File: src/rtl/bmp_scan_ctrl.sv
// Bitmap scan controller: finds the first set row from the top and from the
// bottom of a bitmap, then walks its columns, handing each slice to the ALU.
module bmp_scan_ctrl #(
  parameter int NUM_ROWS = 64,
  parameter int NUM_COLS = 24,
  parameter int TIMEOUT  = 15
) (
  input  logic       clk,
  input  logic       rst,
  input  logic       start,
  input  logic       rowtopready,
  input  logic       rowbotready,
  input  logic       colready,
  input  logic       finalcolumn,
  input  logic       alu_done,
  input  logic       alu_hit,
  output logic       nextrowtop,
  output logic       nextrowbot,
  output logic       nextcol,
  output logic       alu_go,
  output logic [1:0] alu_sel,
  output logic       busy,
  output logic       done,
  output logic       err,
  output logic [5:0] top_idx,
  output logic [5:0] bot_idx,
  output logic [4:0] col_cnt
);

  typedef enum logic [2:0] {
    S_IDLE, S_REQ, S_WAIT, S_ALU, S_DONE, S_ERR
  } state_t;

  typedef enum logic [1:0] {
    PH_TOP = 2'b00,
    PH_BOT = 2'b01,
    PH_COL = 2'b10
  } phase_t;

  localparam int         TW       = (TIMEOUT > 1) ? $clog2(TIMEOUT + 1) : 1;
  localparam logic [5:0] ROW_LAST = 6'(NUM_ROWS - 1);
  localparam logic [4:0] COL_MAX  = 5'(NUM_COLS);

  state_t        state, state_n;
  phase_t        phase, phase_n;
  logic [5:0]    top_n, bot_n;
  logic [4:0]    col_n;
  logic          err_n;
  logic [TW-1:0] timer, timer_n;
  logic          final_seen, final_n;
  logic          phase_ready;
  logic [5:0]    bot_limit;

  // The bottom scan may never run past the row where the top scan found its hit
  assign bot_limit = ROW_LAST - top_idx;

  // Select the ready flag that belongs to the slice type being scanned
  always_comb begin
    phase_ready = 1'b0;
    case (phase)
      PH_TOP:  phase_ready = rowtopready;
      PH_BOT:  phase_ready = rowbotready;
      default: phase_ready = colready;
    endcase
  end

  // Next-state, counter updates and Moore/Mealy outputs of the scan sequencer
  always_comb begin
    state_n    = state;
    phase_n    = phase;
    top_n      = top_idx;
    bot_n      = bot_idx;
    col_n      = col_cnt;
    err_n      = err;
    timer_n    = timer;
    final_n    = final_seen;
    nextrowtop = 1'b0;
    nextrowbot = 1'b0;
    nextcol    = 1'b0;
    alu_go     = 1'b0;
    alu_sel    = 2'b00;
    busy       = 1'b1;
    done       = 1'b0;

    case (state)
      S_IDLE: begin
        busy = 1'b0;
        if (start) begin
          top_n   = '0;
          bot_n   = '0;
          col_n   = '0;
          err_n   = 1'b0;
          final_n = 1'b0;
          phase_n = PH_TOP;
          state_n = S_REQ;
        end
      end

      S_REQ: begin
        nextrowtop = (phase == PH_TOP);
        nextrowbot = (phase == PH_BOT);
        nextcol    = (phase == PH_COL);
        timer_n    = '0;
        state_n    = S_WAIT;
      end

      S_WAIT: begin
        alu_sel = phase;
        if (phase_ready) begin
          alu_go  = 1'b1;
          final_n = finalcolumn;
          state_n = S_ALU;
        end else if (int'(timer) + 2 >= TIMEOUT) begin
          // The request cycle counts toward the budget, so err rises exactly
          // TIMEOUT cycles after the request pulse.
          err_n   = 1'b1;
          state_n = S_ERR;
        end else begin
          timer_n = timer + 1'b1;
        end
      end

      S_ALU: begin
        alu_sel = phase;
        if (alu_done) begin
          state_n = S_REQ;
          case (phase)
            PH_TOP: begin
              if (alu_hit) begin
                phase_n = PH_BOT;
              end else if (top_idx >= ROW_LAST) begin
                top_n   = ROW_LAST;
                bot_n   = ROW_LAST;
                state_n = S_DONE;
              end else begin
                top_n = top_idx + 6'd1;
              end
            end
            PH_BOT: begin
              if (alu_hit || (bot_idx >= bot_limit)) begin
                phase_n = PH_COL;
              end else begin
                bot_n = bot_idx + 6'd1;
                if (bot_idx + 6'd1 == bot_limit) phase_n = PH_COL;
              end
            end
            default: begin
              if (col_cnt < COL_MAX) col_n = col_cnt + 5'd1;
              if (final_seen || (col_cnt >= COL_MAX - 5'd1)) state_n = S_DONE;
            end
          endcase
        end
      end

      S_DONE: begin
        done    = 1'b1;
        state_n = S_IDLE;
      end

      S_ERR: begin
        busy    = 1'b0;
        state_n = S_IDLE;
      end

      default: state_n = S_IDLE;
    endcase
  end

  // State and result registers; reset aborts any scan in progress at once
  always_ff @(posedge clk or posedge rst) begin
    if (rst) begin
      state      <= S_IDLE;
      phase      <= PH_TOP;
      top_idx    <= '0;
      bot_idx    <= '0;
      col_cnt    <= '0;
      err        <= 1'b0;
      timer      <= '0;
      final_seen <= 1'b0;
    end else begin
      state      <= state_n;
      phase      <= phase_n;
      top_idx    <= top_n;
      bot_idx    <= bot_n;
      col_cnt    <= col_n;
      err        <= err_n;
      timer      <= timer_n;
      final_seen <= final_n;
    end
  end

endmodule

File: config.mk
export PLATFORM = sky130hd
export DESIGN_NAME = bmp_scan_ctrl
export DESIGN_NICKNAME = d
export VERILOG_FILES = /design/src/rtl/bmp_scan_ctrl.sv
export SDC_FILE = /design/constraint.sdc
export NUM_CORES = 1
export LEC_CHECK = 0
export CAP_MARGIN = 20
export CORE_MARGIN = 2
export CORE_UTILIZATION = 53
export CTS_BUF_LIST = sky130_fd_sc_hd__clkbuf_8 sky130_fd_sc_hd__clkbuf_16
export CTS_CLUSTER_DIAMETER = 120
export CTS_CLUSTER_SIZE = 30
export DETAILED_ROUTE_END_ITERATION = 8
export GPL_ROUTABILITY_DRIVEN = 0
export PLACE_DENSITY = 0.8
export SYNTH_ARGS = -nofsm -noshare
export SYNTH_HDL_FRONTEND = slang
export SYNTH_SLANG_ARGS = --single-unit
File: constraint.sdc
create_clock -name clk -period 2.5 [get_ports clk]
set_clock_uncertainty 0.2 [all_clocks]
set_input_delay 0.25 -clock clk [delete_from_list [all_inputs] [get_ports clk]]
set_output_delay 0.25 -clock clk [all_outputs]
set_load 0.01 [all_outputs]
* Word-level counts from Yosys, hierarchy flattened
Cells that the tools add are included.
** Storage, ports and cells
- Register bits after elaboration :: 28
- Latch bits :: 0
- Memory bits (writable) :: 0
- Memory bits (read-only) :: 0
- Output and inout port bits :: 26
- Word-level logic and storage cells :: 113
- Memories :: 0
** Cells by class
- Add/sub/neg operators :: 6
- $mul :: 0
- Div/mod/pow operators :: 0
- Order comparisons :: 5
- Eq/ne operators :: 25
- Shifts and indexed selects :: 0
- Multiplexer cells :: 51
- Bitwise gates (word level) :: 0
- Reductions and logical operators :: 18
** Operators with widths (count)
- 6-bit two-way mux :: 9
- 6-bit one-hot mux with 2 select lines :: 3
- 3-bit two-way mux :: 7
- 5-bit two-way mux :: 4
- 2-bit inequality test, second input constant :: 10
- 3-bit inequality test, second input constant :: 6
- 6-bit by 1-bit adder with 6-bit output, second input constant :: 2
- 2-bit two-way mux :: 6
- 3-bit one-hot mux with 4 select lines :: 1
- 1-bit two-way mux :: 11
- 5-bit one-hot mux with 2 select lines :: 1
- 5-bit AND reduction :: 2
- 3-bit AND reduction :: 3
- 4-bit two-way mux :: 2
- 2-bit one-hot mux with 2 select lines :: 2
- 4-bit one-hot mux with 2 select lines :: 1
- 7-bit AND reduction :: 1
- 3-bit by 2-bit equality test with 1-bit output, second input constant :: 2
- 3-bit equality test, second input constant :: 2
- 6-bit equality test :: 1
- 6-bit greater-or-equal comparator :: 1
- 6-bit greater-or-equal comparator, second input constant :: 1
- 1-bit one-hot mux with 2 select lines :: 3
- 3-bit one-hot mux with 2 select lines :: 1
- other kinds (18) :: 23

* Logic depth before layout (Yosys ltp)
Gate-level depths: netlist of run 1.
- Depth after elaboration :: 7
- Gate-level depth with buffers :: 9

* Worst setup path before layout of run 1
Ideal clock, no wire load.
- Kind :: reg2reg
- Start :: register top_idx[4]
- End :: register bot_idx[1]
- Data arrival time :: 1962 ps
- Setup slack :: 214 ps
- Cell stages (with the launch flop) :: 7
- Path buffers :: 0
- Path through :: dfrtp_1 > ha_1 > a21o_1 > a211o_1 > a41oi_1 > o311a_1 > mux2_2
** On the way
- Cells in the longest elaborated chain, start to end :: 5
- Elaborated cells between the ends (all ways) :: 7
- Those cells by class :: 1 x add/sub; 2 x order compare; 2 x eq/ne; 2 x reduce/logical
** RTL lines
- from (decl) :: line 25 : output logic [5:0] top_idx,
- from (signal assigned) :: line 183 : top_idx <= top_n;
- 6-bit subtractor :: line 55 : assign bot_limit = ROW_LAST - top_idx;
- 6-bit greater-or-equal comparator :: line 140 : if (alu_hit || (bot_idx >= bot_limit)) begin
- 1-bit logical OR :: line 140
- 3-bit inequality test (no source line)
- 7-bit AND reduction (no source line) (*)
- to (signal assigned) :: line 184 : bot_idx <= bot_n;
- to (decl) :: line 26 : output logic [5:0] bot_idx,
Mark *: on every way between the ends. The rest lies on a longest branch, timed or not.
A chain may end at the register's enable or synchronous reset.

* Final worst setup path of run 1
- Start :: register phase[0]
- End :: output alu_go
** On the way
- Cells in the longest elaborated chain, start to end :: 4
- Elaborated cells between the ends (all ways) :: 5
- Those cells by class :: 1 x eq/ne; 3 x mux; 1 x reduce/logical
** RTL lines
- from (decl) :: line 45 : phase_t phase, phase_n;
- from (signal assigned) :: line 182 : phase <= phase_n;
- 2-bit by 1-bit equality test with 1-bit output / 2-bit logical NOT (equally long branches) :: line 60 : case (phase)
- 1-bit one-hot mux with 2 select lines (*) :: line 60
- 1-bit two-way mux (*) :: line 109 : if (phase_ready) begin
- 1-bit two-way mux (*) :: line 85 : case (state)
- to (decl) :: line 20 : output logic alu_go,
Marked as above.

==> results of run 1 <==
==> layout by cell type, fill, tap and decap left out, types with 4 or more instances in the layout <==
cell              n
clkdlybuf4s50_1  34
dfrtp_1          28
nand2_1          27
a21oi_1          22
buf_4            18
nor2_1           15
ha_1             13
xnor2_1          12
o21ai_0          11
inv_1            10
nand3_1           9
nor3_1            8
nand2b_1          6
a21o_1            4
o31ai_1           4
==> cells by family after synthesis <==
logic type	after synthesis
fa+ha+maj	13
compound gates	61
flops	28
buf+inv	20
xor+xnor	13
simple gates	88
mux	5
==> registers in the layout, summed over array words and instances, names as in the netlist <==
name / flops
bot_idx: 6
top_idx: 6
col_cnt: 5
timer: 4
state: 3
phase: 2
err: 1
final_seen: 1
==> metal layers <==
layer	global-route usage [%]	vias to the layer above	share of wire, %
met2	37.2	63	47
li1	-	910	-
met1	33.8	870	46
met4	8.07	0	1.3
met3	2.40	9	5.3
met5	0	-	0
==> per-stage QoR <==
| step | util [%] | cell area [um^2] | setup WS [ns] |
|---|---|---|---|
| global placement | 68.3 | 2480 | 0.197 |
| floorplan | - | 2000 | 0.214 |
| detailed placement | 68.3 | 2480 | 0.161 |
| CTS | 70.2 | 2550 | 0.107 |
| global route | 70.2 | 2550 | 0.0258 |
| finish | 70.2 | 2550 | 0.122 |
==> power groups by stage <==
| stage | sequential, mW | clock (mW) | combinational (mW) |
|---|---|---|---|
| after floorplan | 0.781 | 0 | 0.964 |
| after global placement | 0.759 | 0 | 1.51 |
| after detailed placement | 0.764 | 0 | 1.54 |
| after CTS | 0.756 | 0.368 | 1.56 |
| after global routing | 0.781 | 0.393 | 1.72 |
| final | 0.755 | 0.361 | 1.56 |
==> final cells by class <==
type,instances,area [um^2],share of cell area (%)
Clock buffer,3,41.3,1.62
Clock inverter,1,30.0,1.18
Inverter,11,41.3,1.62
Multi-Input combinational cell,180,1200,47.2
Sequential cell,28,701,27.5
Tap cell,48,60.1,2.35
Timing Repair Buffer,52,475,18.6
==> worst register-to-register path, cell delays in order, from the launching register on <==
cell     delay [ns]
dfrtp_1        0.40
ha_1           0.31
a21o_1         0.18
a211o_1        0.28
a41oi_1        0.27
o311a_1        0.22
mux2_2         0.34
==> how the worst max path moves through the flow <==
stage	start	endpoint	slack [ns]	cells after the start
3_3_place_gp	rowtopready	alu_go	0.20	5
2_1_floorplan	top_idx[4]$_DFFE_PP0P_	bot_idx[1]$_DFFE_PP0P_	0.21	6
3_5_place_dp	rowtopready	alu_go	0.16	5
4_1_cts	phase[0]$_DFFE_PP0P_	alu_go	0.11	4
5_1_grt	phase[0]$_DFFE_PP0P_	alu_go	0.03	4
6_report	phase[0]$_DFFE_PP0P_	alu_go	0.12	4
==> results.py, run 1 <==
metrics = {
    "outcome": {
        "status": "finished clean",
    },
    "power_and_ir_drop": {
        "powerDensity_nw_per_um2": 1050,
        "sw_frac_of_total_pct": 42.1,
        "power_mw": 2.68,
        "p_sw_mw": 1.13,
        "clockPowerShare_pct": 13.5,
        "peakVddDrop_uv": 651,
        "p_int_mw": 1.55,
        "power.leakage_nw": 1.12,
        "p_seq_share_pct": 28.2,
        "combPwrFrac_pct": 58.3,
    },
    "synth": {
        "synth_xor_area_share_pct": 5.71,
        "synth.area.top_cells": "dfrtp_1, ha_1, a21oi_1, xnor2_1, nand2_1",
        "synth.avg_cell_area_um2": 8.75,
        "syn_nets": 250,
        "synth.area.mux_share_pct": 3.45,
        "synth_cells": 228,
        "synth_most_common_cell": "dfrtp_1",
        "ys_ff_latch": 28,
        "synth_top_family_by_area": "simple AND/OR/NAND/NOR gates",
        "synth-compound-area-share_pct": 19.8,
        "yosys-top-cells-count": "dfrtp_1, nand2_1, a21oi_1",
        "ys_seq_area_share_pct": 35.1,
        "synth_top_area_share_pct": 35.1,
        "synth_fa_ha_area_share_pct": 8.15,
        "synthSimpleGateAreaFrac_pct": 23.2,
        "synth_top_cell_by_area": "dfrtp_1",
        "async_flop_share_pct": 100,
        "synth_edf_count": 0,
        "netlist_area_um2": 2000,
        "dominantRegCellSynth": "dfrtp_1",
        "yosysUniqueCellTypes": 53,
        "ys_warn_count": 0,
    },
    "layout": {
        "nNetsFinal": 298,
        "area_growth_pct": 27.9,
        "fin_cells": 323,
        "drive_gt1_share_pct": 13.8,
        "fillers": 316,
        "diodes": 0,
    },
    "drt": {
        "wire_per_inst_um": 14.4,
        "via_per_inst": 5.73,
        "drtIter0Drc": 132,
        "vias": 1852,
        "postRouteAntennaNets": 0,
        "finalWirelength_um": 4660,
        "route.detailed.drc": 0,
        "dr.pass1.iters": 5,
    },
    "critical_path": {
        "path_max_fanout": 3,
        "r2r-end": "bot_idx[1]$_DFFE_PP0P_",
        "path_class": "register to primary output",
        "rr_worst_depth": 6,
        "cpMaxStageDelayCell": "clkdlybuf4s50_1",
        "rr_startpoint": "top_idx[4]$_DFFE_PP0P_",
        "endpoint_kind": "primary output",
        "crit_chain": "mux2_4 -> mux2i_4 -> nor3_1 -> clkdlybuf4s50_1",
        "crit_path_start_kind": "register",
        "critPathRequiredTime_ns": 2.05,
        "worstPathArrival_ns": 1.93,
        "r2r_slack_ns": 0.21,
        "critPathMaxStageDelay_ns": 0.61,
        "critical-path-top-delay-family": "buffers and inverters",
        "path_buf_inv": 1,
    },
    "global_route": {
        "grt_use_total_pct": 23.6,
        "grt-ovfl-total": 0,
        "antenna_found_initial": 0,
        "grt_first_pass_wirelength_um": 7900,
        "grt_start_max_net_pins": 29,
        "grt_pass1_vias": 1725,
    },
    "floorplanning": {
        "die_w_um": 65.4,
        "io_pins": 35,
        "core_area_um2": 3630,
        "fp-row-count": 22,
        "initial_utilization_pct": 54.9,
        "die_h_um": 65.4,
        "dieArea_um2": 4270,
    },
    "worst_hold_path": {
        "min_path_type": "primary input to async pin",
    },
    "cts": {
        "cts_buffers": 3,
        "htree_levels": 1,
        "post_cts_resized": 0,
        "hold_buffers": 0,
        "cts_tree": "done",
        "cts_root_buf": "clkbuf_8",
        "cts_setup_buffers": 0,
        "cts_sinks": 28,
        "clockBufferDepth": 2,
        "path_clk_slew_ns": 0.10,
        "clk_latency_ns": 0.28,
    },
    "sta": {
        "min_period_ns": 2.38,
        "timing.final.crit_share_pct": 95.1,
        "max_freq_mhz": 420,
        "max_slew_margin_pct": 75.7,
        "setup_violations": 0,
        "worst_pin_slew_ns": 0.364,
        "hold_ws_ns": 0.121,
        "rsz0062_at_grt": "false",
        "finalHoldViolCount": 0,
        "slew_viol_final": 0,
        "setup_tns_ns": 0,
    },
    "place": {
        "dp_cells": 319,
        "port_buffers": 34,
        "dp_hpwl_um": 3520,
    },
    "job": {
        "cap_violations": 0,
    },
}
Power figures use the tool's default switching activity.
==> run 2: changes to the inputs <==
--- a/config.mk
+++ b/config.mk
@@ -12,7 +12,6 @@
 export CTS_CLUSTER_DIAMETER = 120
 export CTS_CLUSTER_SIZE = 30
 export DETAILED_ROUTE_END_ITERATION = 8
-export GPL_ROUTABILITY_DRIVEN = 0
 export PLACE_DENSITY = 0.8
 export SYNTH_ARGS = -nofsm -noshare
 export SYNTH_HDL_FRONTEND = slang
==> results of run 2 <==
Final layout, timing and power as in run 1 (identical DEF).
